## config.mk

```make
export PLATFORM = sky130hd
export DESIGN_NAME = geo_ram_port_flat
export DESIGN_NICKNAME = d
export VERILOG_FILES = /design/src/rtl/geo_ram_pkg.sv /design/src/rtl/geo_ram_port_if.sv /design/src/rtl/geo_tag_fifo.sv /design/src/rtl/geo_ram_port.sv /design/src/flat_wrapper.sv
export SDC_FILE = /design/constraint.sdc
export NUM_CORES = 1
export LEC_CHECK = 0
export BUFFER_PORTS_ARGS = -buffer_cell sky130_fd_sc_hd__buf_2
export CAP_MARGIN = 20
export CORE_MARGIN = 8
export CORE_UTILIZATION = 45
export CTS_CLUSTER_DIAMETER = 50
export DETAILED_ROUTE_END_ITERATION = 10
export PLACE_DENSITY = 0.57
export SYNTH_ARGS = -nofsm -noshare
export SYNTH_HDL_FRONTEND = slang
export SYNTH_SLANG_ARGS = --single-unit
```

## constraint.sdc

```tcl
create_clock -name clk -period 9.4 [get_ports clk]
set_input_delay 0.94 -clock clk [delete_from_list [all_inputs] [get_ports clk]]
set_output_delay 0.94 -clock clk [all_outputs]
set_load 0.1 [all_outputs]
```

## src/rtl/geo_ram_pkg.sv

```systemverilog
// Shared types and default sizes for the geometry RAM port.
package geo_ram_pkg;

   localparam int ADDR_W          = 32;
   localparam int DATA_W          = 16;
   localparam int CMD_DEPTH_DEF   = 16;
   localparam int TAG_DEPTH_DEF   = 16;
   localparam int BUSY_MARGIN_DEF = 4;

   // Request kind: COPY-channel read, read/modify/write read, write.
   typedef enum logic [1:0] {
      KIND_RD_C = 2'd0,
      KIND_RD   = 2'd1,
      KIND_WR   = 2'd2
   } kind_t;

   typedef struct packed {
      kind_t             kind;
      logic [ADDR_W-1:0] addr;
      logic [DATA_W-1:0] data;
   } entry_t;

   function automatic logic is_read(kind_t k);
      return k != KIND_WR;
   endfunction

endpackage

```

## src/rtl/geo_ram_port_if.sv

```systemverilog
// Memory-side command/return bus of the geometry RAM port.
interface geo_ram_port_if;
   import geo_ram_pkg::*;

   logic              mem_cmd_valid;
   logic              mem_cmd_ready;
   logic              mem_cmd_write;
   logic [ADDR_W-1:0] mem_cmd_addr;
   logic [DATA_W-1:0] mem_wr_data;
   logic              mem_rd_valid;
   logic [DATA_W-1:0] mem_rd_data;

   // The port issues commands and consumes read returns.
   modport master (
      output mem_cmd_valid, mem_cmd_write, mem_cmd_addr, mem_wr_data,
      input  mem_cmd_ready, mem_rd_valid, mem_rd_data
   );

   // The memory accepts commands and produces read returns.
   modport slave (
      input  mem_cmd_valid, mem_cmd_write, mem_cmd_addr, mem_wr_data,
      output mem_cmd_ready, mem_rd_valid, mem_rd_data
   );

endinterface

```

## src/rtl/geo_tag_fifo.sv

```systemverilog
// Single-push/single-pop FIFO holding the channel of each outstanding read.
// A push and a pop may share a cycle even when full; when empty, a pop in
// the same cycle as a push takes the pushed value straight through.
module geo_tag_fifo
#(
   parameter int DEPTH = 16,
   parameter int W     = 1
) (
   input  logic         clk,
   input  logic         reset,
   input  logic         push,
   input  logic [W-1:0] push_data,
   input  logic         pop,
   output logic [W-1:0] pop_data,
   output logic         full,
   output logic         empty
);

   localparam int AW = $clog2(DEPTH);
   localparam int PW = AW + 1;

   logic [W-1:0]  store [DEPTH];
   logic [PW-1:0] wr_ptr, rd_ptr;
   logic          push_ok, pop_ok;

   assign empty    = (wr_ptr == rd_ptr);
   assign full     = ((wr_ptr - rd_ptr) == PW'(DEPTH));
   assign push_ok  = push && (!full || pop);
   assign pop_ok   = pop && (!empty || push);
   assign pop_data = empty ? push_data : store[rd_ptr[AW-1:0]];

   // Storage write; contents need no reset since the pointers gate them.
   always_ff @(posedge clk) begin
      if (push_ok) store[wr_ptr[AW-1:0]] <= push_data;
   end

   // Pointer update; extra MSB distinguishes full from empty and wraps.
   always_ff @(posedge clk or posedge reset) begin
      if (reset) begin
         wr_ptr <= '0;
         rd_ptr <= '0;
      end else begin
         wr_ptr <= wr_ptr + PW'(push_ok);
         rd_ptr <= rd_ptr + PW'(pop_ok);
      end
   end

endmodule

```

## src/rtl/geo_ram_port.sv

```systemverilog
// Geometry RAM port: merges COPY reads, RMW reads and writes into one
// in-order memory command stream and routes read returns to their channel.
module geo_ram_port
   import geo_ram_pkg::*;
#(
   parameter int CMD_DEPTH   = CMD_DEPTH_DEF,
   parameter int TAG_DEPTH   = TAG_DEPTH_DEF,
   parameter int BUSY_MARGIN = BUSY_MARGIN_DEF
) (
   input  logic              clk,
   input  logic              reset,
   input  logic              rd_req,
   input  logic              rd_req_C,
   input  logic              wr_ena,
   input  logic [ADDR_W-1:0] ram_addr,
   input  logic [ADDR_W-1:0] ram_addr_C,
   input  logic [DATA_W-1:0] ram_wr_data,
   output logic              ram_mux_busy,
   output logic              rd_data_rdy,
   output logic              rd_data_rdy_C,
   output logic [DATA_W-1:0] rd_data_in,
   output logic [DATA_W-1:0] rd_data_in_C,
   output logic              err_orphan,
   geo_ram_port_if.master    mem
);

   localparam int            AW       = $clog2(CMD_DEPTH);
   localparam int            PW       = AW + 1;
   localparam logic [PW-1:0] DEPTH_P  = PW'(CMD_DEPTH);
   localparam logic [PW-1:0] MARGIN_P = PW'(BUSY_MARGIN);

   entry_t        fifo_mem [CMD_DEPTH];
   logic [PW-1:0] wr_ptr, rd_ptr, count, free, count_next;
   entry_t        new_ent  [3];
   logic [PW-1:0] slot_ptr [3];
   logic [2:0]    req_v, acc;
   logic [1:0]    n_push;
   logic          drop;
   entry_t        head;
   logic          empty, head_rd, cmd_valid, pop;
   logic          tag_push, tag_pop, tag_out, tag_full, tag_empty, tag_avail, orphan;

   assign count = wr_ptr - rd_ptr;
   assign free  = DEPTH_P - count;
   assign empty = (count == '0);

   // Slot 0 is served first, so this ordering fixes C, RMW, write priority.
   assign req_v = {wr_ena, rd_req, rd_req_C};

   // Build the three candidate entries; reads carry no data.
   always_comb begin
      new_ent[0] = '{kind: KIND_RD_C, addr: ram_addr_C, data: '0};
      new_ent[1] = '{kind: KIND_RD,   addr: ram_addr,   data: '0};
      new_ent[2] = '{kind: KIND_WR,   addr: ram_addr,   data: ram_wr_data};
   end

   // Allocate consecutive slots to the active requests while space remains.
   always_comb begin
      n_push = '0;
      drop   = 1'b0;
      acc    = '0;
      for (int i = 0; i < 3; i++) begin
         slot_ptr[i] = wr_ptr + PW'(n_push);
         if (req_v[i]) begin
            if (PW'(n_push) < free) begin
               acc[i] = 1'b1;
               n_push = n_push + 2'd1;
            end else begin
               drop = 1'b1;
            end
         end
      end
   end

   // Request storage write.
   always_ff @(posedge clk) begin
      for (int i = 0; i < 3; i++)
         if (acc[i]) fifo_mem[slot_ptr[i][AW-1:0]] <= new_ent[i];
   end

   // Head presentation; a read head waits for a tag slot, which a return in
   // the same cycle frees.
   assign head      = fifo_mem[rd_ptr[AW-1:0]];
   assign head_rd   = is_read(head.kind);
   assign cmd_valid = !empty && (!head_rd || !tag_full || mem.mem_rd_valid);
   assign pop       = cmd_valid && mem.mem_cmd_ready;

   assign mem.mem_cmd_valid = cmd_valid;
   assign mem.mem_cmd_write = !empty && (head.kind == KIND_WR);
   assign mem.mem_cmd_addr  = empty ? '0 : head.addr;
   assign mem.mem_wr_data   = empty ? '0 : head.data;

   assign count_next = count + PW'(n_push) - PW'(pop);

   // Request pointers and registered back-pressure.
   always_ff @(posedge clk or posedge reset) begin
      if (reset) begin
         wr_ptr       <= '0;
         rd_ptr       <= '0;
         ram_mux_busy <= 1'b0;
      end else begin
         wr_ptr       <= wr_ptr + PW'(n_push);
         rd_ptr       <= rd_ptr + PW'(pop);
         ram_mux_busy <= (DEPTH_P - count_next) < MARGIN_P;
      end
   end

   // Writers are expected to honour ram_mux_busy; overflow is a design bug.
   always_ff @(posedge clk) begin
      if (!reset) assert (!drop);
   end

   // Tag tracking: 1 marks a COPY-channel read.
   assign tag_push  = pop && head_rd;
   assign tag_avail = !tag_empty || tag_push;
   assign tag_pop   = mem.mem_rd_valid && tag_avail;
   assign orphan    = mem.mem_rd_valid && !tag_avail;

   geo_tag_fifo #(.DEPTH(TAG_DEPTH), .W(1)) u_tag (
      .clk       (clk),
      .reset     (reset),
      .push      (tag_push),
      .push_data (head.kind == KIND_RD_C),
      .pop       (tag_pop),
      .pop_data  (tag_out),
      .full      (tag_full),
      .empty     (tag_empty)
   );

   // Route each return to its channel one cycle later; flag orphan data.
   always_ff @(posedge clk or posedge reset) begin
      if (reset) begin
         rd_data_rdy   <= 1'b0;
         rd_data_rdy_C <= 1'b0;
         rd_data_in    <= '0;
         rd_data_in_C  <= '0;
         err_orphan    <= 1'b0;
      end else begin
         rd_data_rdy   <= 1'b0;
         rd_data_rdy_C <= 1'b0;
         if (tag_pop) begin
            if (tag_out) begin
               rd_data_rdy_C <= 1'b1;
               rd_data_in_C  <= mem.mem_rd_data;
            end else begin
               rd_data_rdy   <= 1'b1;
               rd_data_in    <= mem.mem_rd_data;
            end
         end
         if (orphan) err_orphan <= 1'b1;
      end
   end

endmodule

```

## src/flat_wrapper.sv

```systemverilog
// flat-port wrapper written by rule: the top's interface ports become plain ports
module geo_ram_port_flat import geo_ram_pkg::*;
#(
   parameter int CMD_DEPTH   = CMD_DEPTH_DEF,
   parameter int TAG_DEPTH   = TAG_DEPTH_DEF,
   parameter int BUSY_MARGIN = BUSY_MARGIN_DEF
)
  (clk, reset, rd_req, rd_req_C, wr_ena, ram_addr, ram_addr_C, ram_wr_data, ram_mux_busy, rd_data_rdy, rd_data_rdy_C, rd_data_in, rd_data_in_C, err_orphan, mem_mem_cmd_valid, mem_mem_cmd_write, mem_mem_cmd_addr, mem_mem_wr_data, mem_mem_cmd_ready, mem_mem_rd_valid, mem_mem_rd_data);
  geo_ram_port_if mem_i ();
  input  logic clk;
  input  logic reset;
  input  logic rd_req;
  input  logic rd_req_C;
  input  logic wr_ena;
  input  logic [ADDR_W-1:0] ram_addr;
  input  logic [ADDR_W-1:0] ram_addr_C;
  input  logic [DATA_W-1:0] ram_wr_data;
  output logic ram_mux_busy;
  output logic rd_data_rdy;
  output logic rd_data_rdy_C;
  output logic [DATA_W-1:0] rd_data_in;
  output logic [DATA_W-1:0] rd_data_in_C;
  output logic err_orphan;
  output wire logic [$bits(mem_i.mem_cmd_valid)-1:0] mem_mem_cmd_valid;
  output wire logic [$bits(mem_i.mem_cmd_write)-1:0] mem_mem_cmd_write;
  output wire logic [$bits(mem_i.mem_cmd_addr)-1:0] mem_mem_cmd_addr;
  output wire logic [$bits(mem_i.mem_wr_data)-1:0] mem_mem_wr_data;
  input wire logic [$bits(mem_i.mem_cmd_ready)-1:0] mem_mem_cmd_ready;
  input wire logic [$bits(mem_i.mem_rd_valid)-1:0] mem_mem_rd_valid;
  input wire logic [$bits(mem_i.mem_rd_data)-1:0] mem_mem_rd_data;
  assign mem_mem_cmd_valid = mem_i.mem_cmd_valid;
  assign mem_mem_cmd_write = mem_i.mem_cmd_write;
  assign mem_mem_cmd_addr = mem_i.mem_cmd_addr;
  assign mem_mem_wr_data = mem_i.mem_wr_data;
  assign mem_i.mem_cmd_ready = mem_mem_cmd_ready;
  assign mem_i.mem_rd_valid = mem_mem_rd_valid;
  assign mem_i.mem_rd_data = mem_mem_rd_data;
  geo_ram_port #(.CMD_DEPTH(CMD_DEPTH), .TAG_DEPTH(TAG_DEPTH), .BUSY_MARGIN(BUSY_MARGIN)) u_core (.clk(clk), .reset(reset), .rd_req(rd_req), .rd_req_C(rd_req_C), .wr_ena(wr_ena), .ram_addr(ram_addr), .ram_addr_C(ram_addr_C), .ram_wr_data(ram_wr_data), .ram_mux_busy(ram_mux_busy), .rd_data_rdy(rd_data_rdy), .rd_data_rdy_C(rd_data_rdy_C), .rd_data_in(rd_data_in), .rd_data_in_C(rd_data_in_C), .err_orphan(err_orphan), .mem(mem_i));
endmodule
```

==> results.json <==
{
  "yosys.area_share.simple": 0.06508,
  "drive_gt1_frac": 0.4449,
  "tightestPinTransition_ns": 1.217,
  "end_kind": "register",
  "io_pins": 189,
  "hold_buffers": 0,
  "nets": 2811,
  "synth_edf_count": 784,
  "avgSynthCellArea_um2": 16.76,
  "drc": 0,
  "maxCapViolCount": 0,
  "viasPerCell": 5.920,
  "numPortBuffers": 188,
  "coreArea_mm2": 0.09473,
  "arrival_ns": 8.04,
  "critical_path_required_ns": 9.69,
  "synth_top_area_frac": 0.5486,
  "synth_area_leaders": "edfxtp_1 (55%), mux4_2 (13%), mux2_2 (13%)",
  "period_minus_slack_ns": 7.750,
  "cts_buffers": 109,
  "netlist_top_cells_count": "edfxtp_1 (784), mux2_2 (482), and2_1 (261)",
  "synth_most_common_cell": "edfxtp_1",
  "syn_area_mm2": 0.04291,
  "skew_ns": 0.02179,
  "r2r_start": "u_core.wr_ptr[1]$_DFF_PP0_",
  "synth.distinct_cells": 60,
  "ys_seq_area_frac": 0.5962,
  "grt_pass1_wl_um": 173700,
  "antenna_left": 0,
  "worstHoldPathType": "input port to async pin",
  "rr_worst_depth": 23,
  "first_iter_violations": 1806,
  "worstSetupEndpoint": "u_core.fifo_mem[3][17]$_DFFE_PP_",
  "cts_tree": "done",
  "path_class": "register to register",
  "die_area_mm2": 0.1055,
  "clock_latency_ns": 0.69,
  "utilization": 0.5167,
  "r2r-end": "u_core.fifo_mem[3][17]$_DFFE_PP_",
  "synthArstFlopShare": 0.06422,
  "overflow": 0,
  "antenna_found_initial": 4,
  "grtUsageTotal": 0.2184,
  "setup_viol": 0,
  "synth_xor_area_frac": 0.006531,
  "startpoint_type": "register",
  "synth_top_flop_cell": "edfxtp_1",
  "postCtsSetupBuffers": 0,
  "crit_path_max_fanout": 48,
  "slew_violations": 0,
  "finalHoldViolations": 0,
  "synth_compound_area_frac": 0.01790,
  "synthMuxAreaShare": 0.2768,
  "core.rowCount": 113,
  "relSlewSlack": 0.1858,
  "num_vias": 23886,
  "cts.sinks": 872,
  "die_x_um": 324.8,
  "cts_resized": 0,
  "syn-instance-count": 2561,
  "status": "finished, final reports clean",
  "synth_top_family_by_area": "multiplexers",
  "hpwlAfterDp_um": 66230,
  "wl_per_cell_um": 29.07,
  "synth_fa_ha_area_frac": 0.009505,
  "max_freq_mhz": 129.0,
  "ys_warn_count": 0,
  "grt_pass1_vias": 25464,
  "root_buffer": "clkbuf_16",
  "firstDrtPassIters": 5,
  "die_h_um": 324.8,
  "clk_pin_slew_worst_paths_ns": 0.06,
  "yosysTopAreaCell": "edfxtp_1",
  "synth_seq_cells": 872,
  "initial_core_util": 0.4530,
  "synth_nets": 2694,
  "cts.path.max_buffers": 3,
  "gp_congestion": 0.8323,
  "h-tree-depth": 3,
  "period_share": 0.8245,
  "wl_um": 117300,
  "syn_to_final_growth_pct": 14.05,
  "grt_max_degree": 109,
  "rrSetupSlack_ns": 1.65,
  "rsz0062_at_grt": "no",
  "critPathLaunch": "u_core.wr_ptr[1]$_DFF_PP0_",
  "fin_setup_tns_ns": 0
}
layout make-up:
type	count	area [um2]
Timing Repair Buffer	235	1375
Sequential cell	872	25600
Tap cell	1265	1583
Fill cell	7812	45790
Inverter	26	100.1
Clock buffer	129	2970
Antenna cell	1	2.502
Clock inverter	73	932.1
Multi-Input combinational cell	1434	16380
registers in the layout (all words and copies together), names as in the netlist, 5 cells and up:
signal / count
u_core.rd_data_in_C: 16
u_core.u_tag.rd_ptr: 5
u_core.fifo_mem: 800
u_core.u_tag.store: 16
u_core.rd_data_in: 16
u_core.u_tag.wr_ptr: 5
u_core.wr_ptr: 5
u_core.rd_ptr: 5
worst min path at each step:
| stage | start | endpoint | slack [ns] | depth (start not counted) |
|---|---|---|---|---|
| after floorplan | u_core.fifo_mem[7][49]$_SDFFE_PP1P_ | u_core.fifo_mem[7][49]$_SDFFE_PP1P_ | 0.43 | 2 |
| after global placement | u_core.fifo_mem[14][48]$_SDFFE_PP0P_ | u_core.fifo_mem[14][48]$_SDFFE_PP0P_ | 0.44 | 2 |
| after detailed placement | u_core.fifo_mem[14][48]$_SDFFE_PP0P_ | u_core.fifo_mem[14][48]$_SDFFE_PP0P_ | 0.45 | 2 |
| after CTS | reset | u_core.rd_data_in_C[6]$_DFFE_PP0P_ | 0.45 | 3 |
| after global routing | u_core.fifo_mem[11][48]$_SDFFE_PP0P_ | u_core.fifo_mem[11][48]$_SDFFE_PP0P_ | 0.47 | 2 |
| final | reset | u_core.rd_data_in_C[7]$_DFFE_PP0P_ | 0.46 | 3 |
cells in the final DEF, fill, tap and decap left out, drive strengths merged, types with 3 or more instances in the layout:
master,Yosys,routed
fa,3,3
xor2,9,9
ha,27,27
o211ai,5,5
and2,261,261
clkbuf,149,129
xnor2,15,15
nand4,12,12
a21o,3,3
nand3,24,24
bufinv,0,20
buf,80,235
o21ai,10,10
mux4,255,255
nor3,11,11
a31oi,17,17
inv,26,38
a21oi,26,26
mux2,545,545
nand2,46,46
dfxtp,32,32
nand2b,17,17
nor2b,59,59
a31o,18,18
or3,7,7
dfrtp,56,56
nor2,33,33
edfxtp,784,784
clkinvlp,0,9
clkinv,0,32
routing by layer:
metal | routed length [um] | vias to the layer above | track usage
met5 | 42 | - | 0
met4 | 2666 | 6 | 0.05884
met3 | 6722 | 176 | 0.03858
met2 | 57760 | 751 | 0.3700
met1 | 50100 | 12699 | 0.2903
li1 | - | 10254 | -
critical path: stages, from the launching register on:
cell,delay (ns)
dfrtp_1,0.84
inv_2,0.26
fa_1,0.55
xnor2_1,0.36
inv_1,0.13
ha_1,0.22
and2_1,0.16
ha_4,0.26
nand2_1,0.14
nor2_1,0.20
a21oi_1,0.13
nor2_1,0.10
nand2_1,0.10
inv_1,0.08
ha_1,0.24
ha_1,0.26
inv_1,0.14
nor2_1,0.19
o21ai_0,0.09
a21oi_1,0.22
o21ai_1,0.20
a31oi_2,1.04
nand2b_2,0.59
nand2b_4,0.80
per-stage QoR:
step                      hold WS (ns)  setup WS (ns)  cell area [um2]  cells
after floorplan                 0.4287          2.209            42910   2561
after global placement          0.4433          1.811            44920   3826
after detailed placement        0.4509          1.678            44920   3826
after CTS                       0.4494          1.656            48830   4028
after global routing            0.4723          1.053            48940   4035
final                           0.4561          1.650            48940   4035
logic make-up after synthesis:
logic type / after synthesis
fa+ha+maj: 31
buf+inv: 255
flops: 872
compound gates: 96
mux: 800
simple gates: 480
xor+xnor: 27
Power is left out: the tool's default activity adds up to more than one toggle a clock period on the data nets, which glitch-free logic cannot reach.
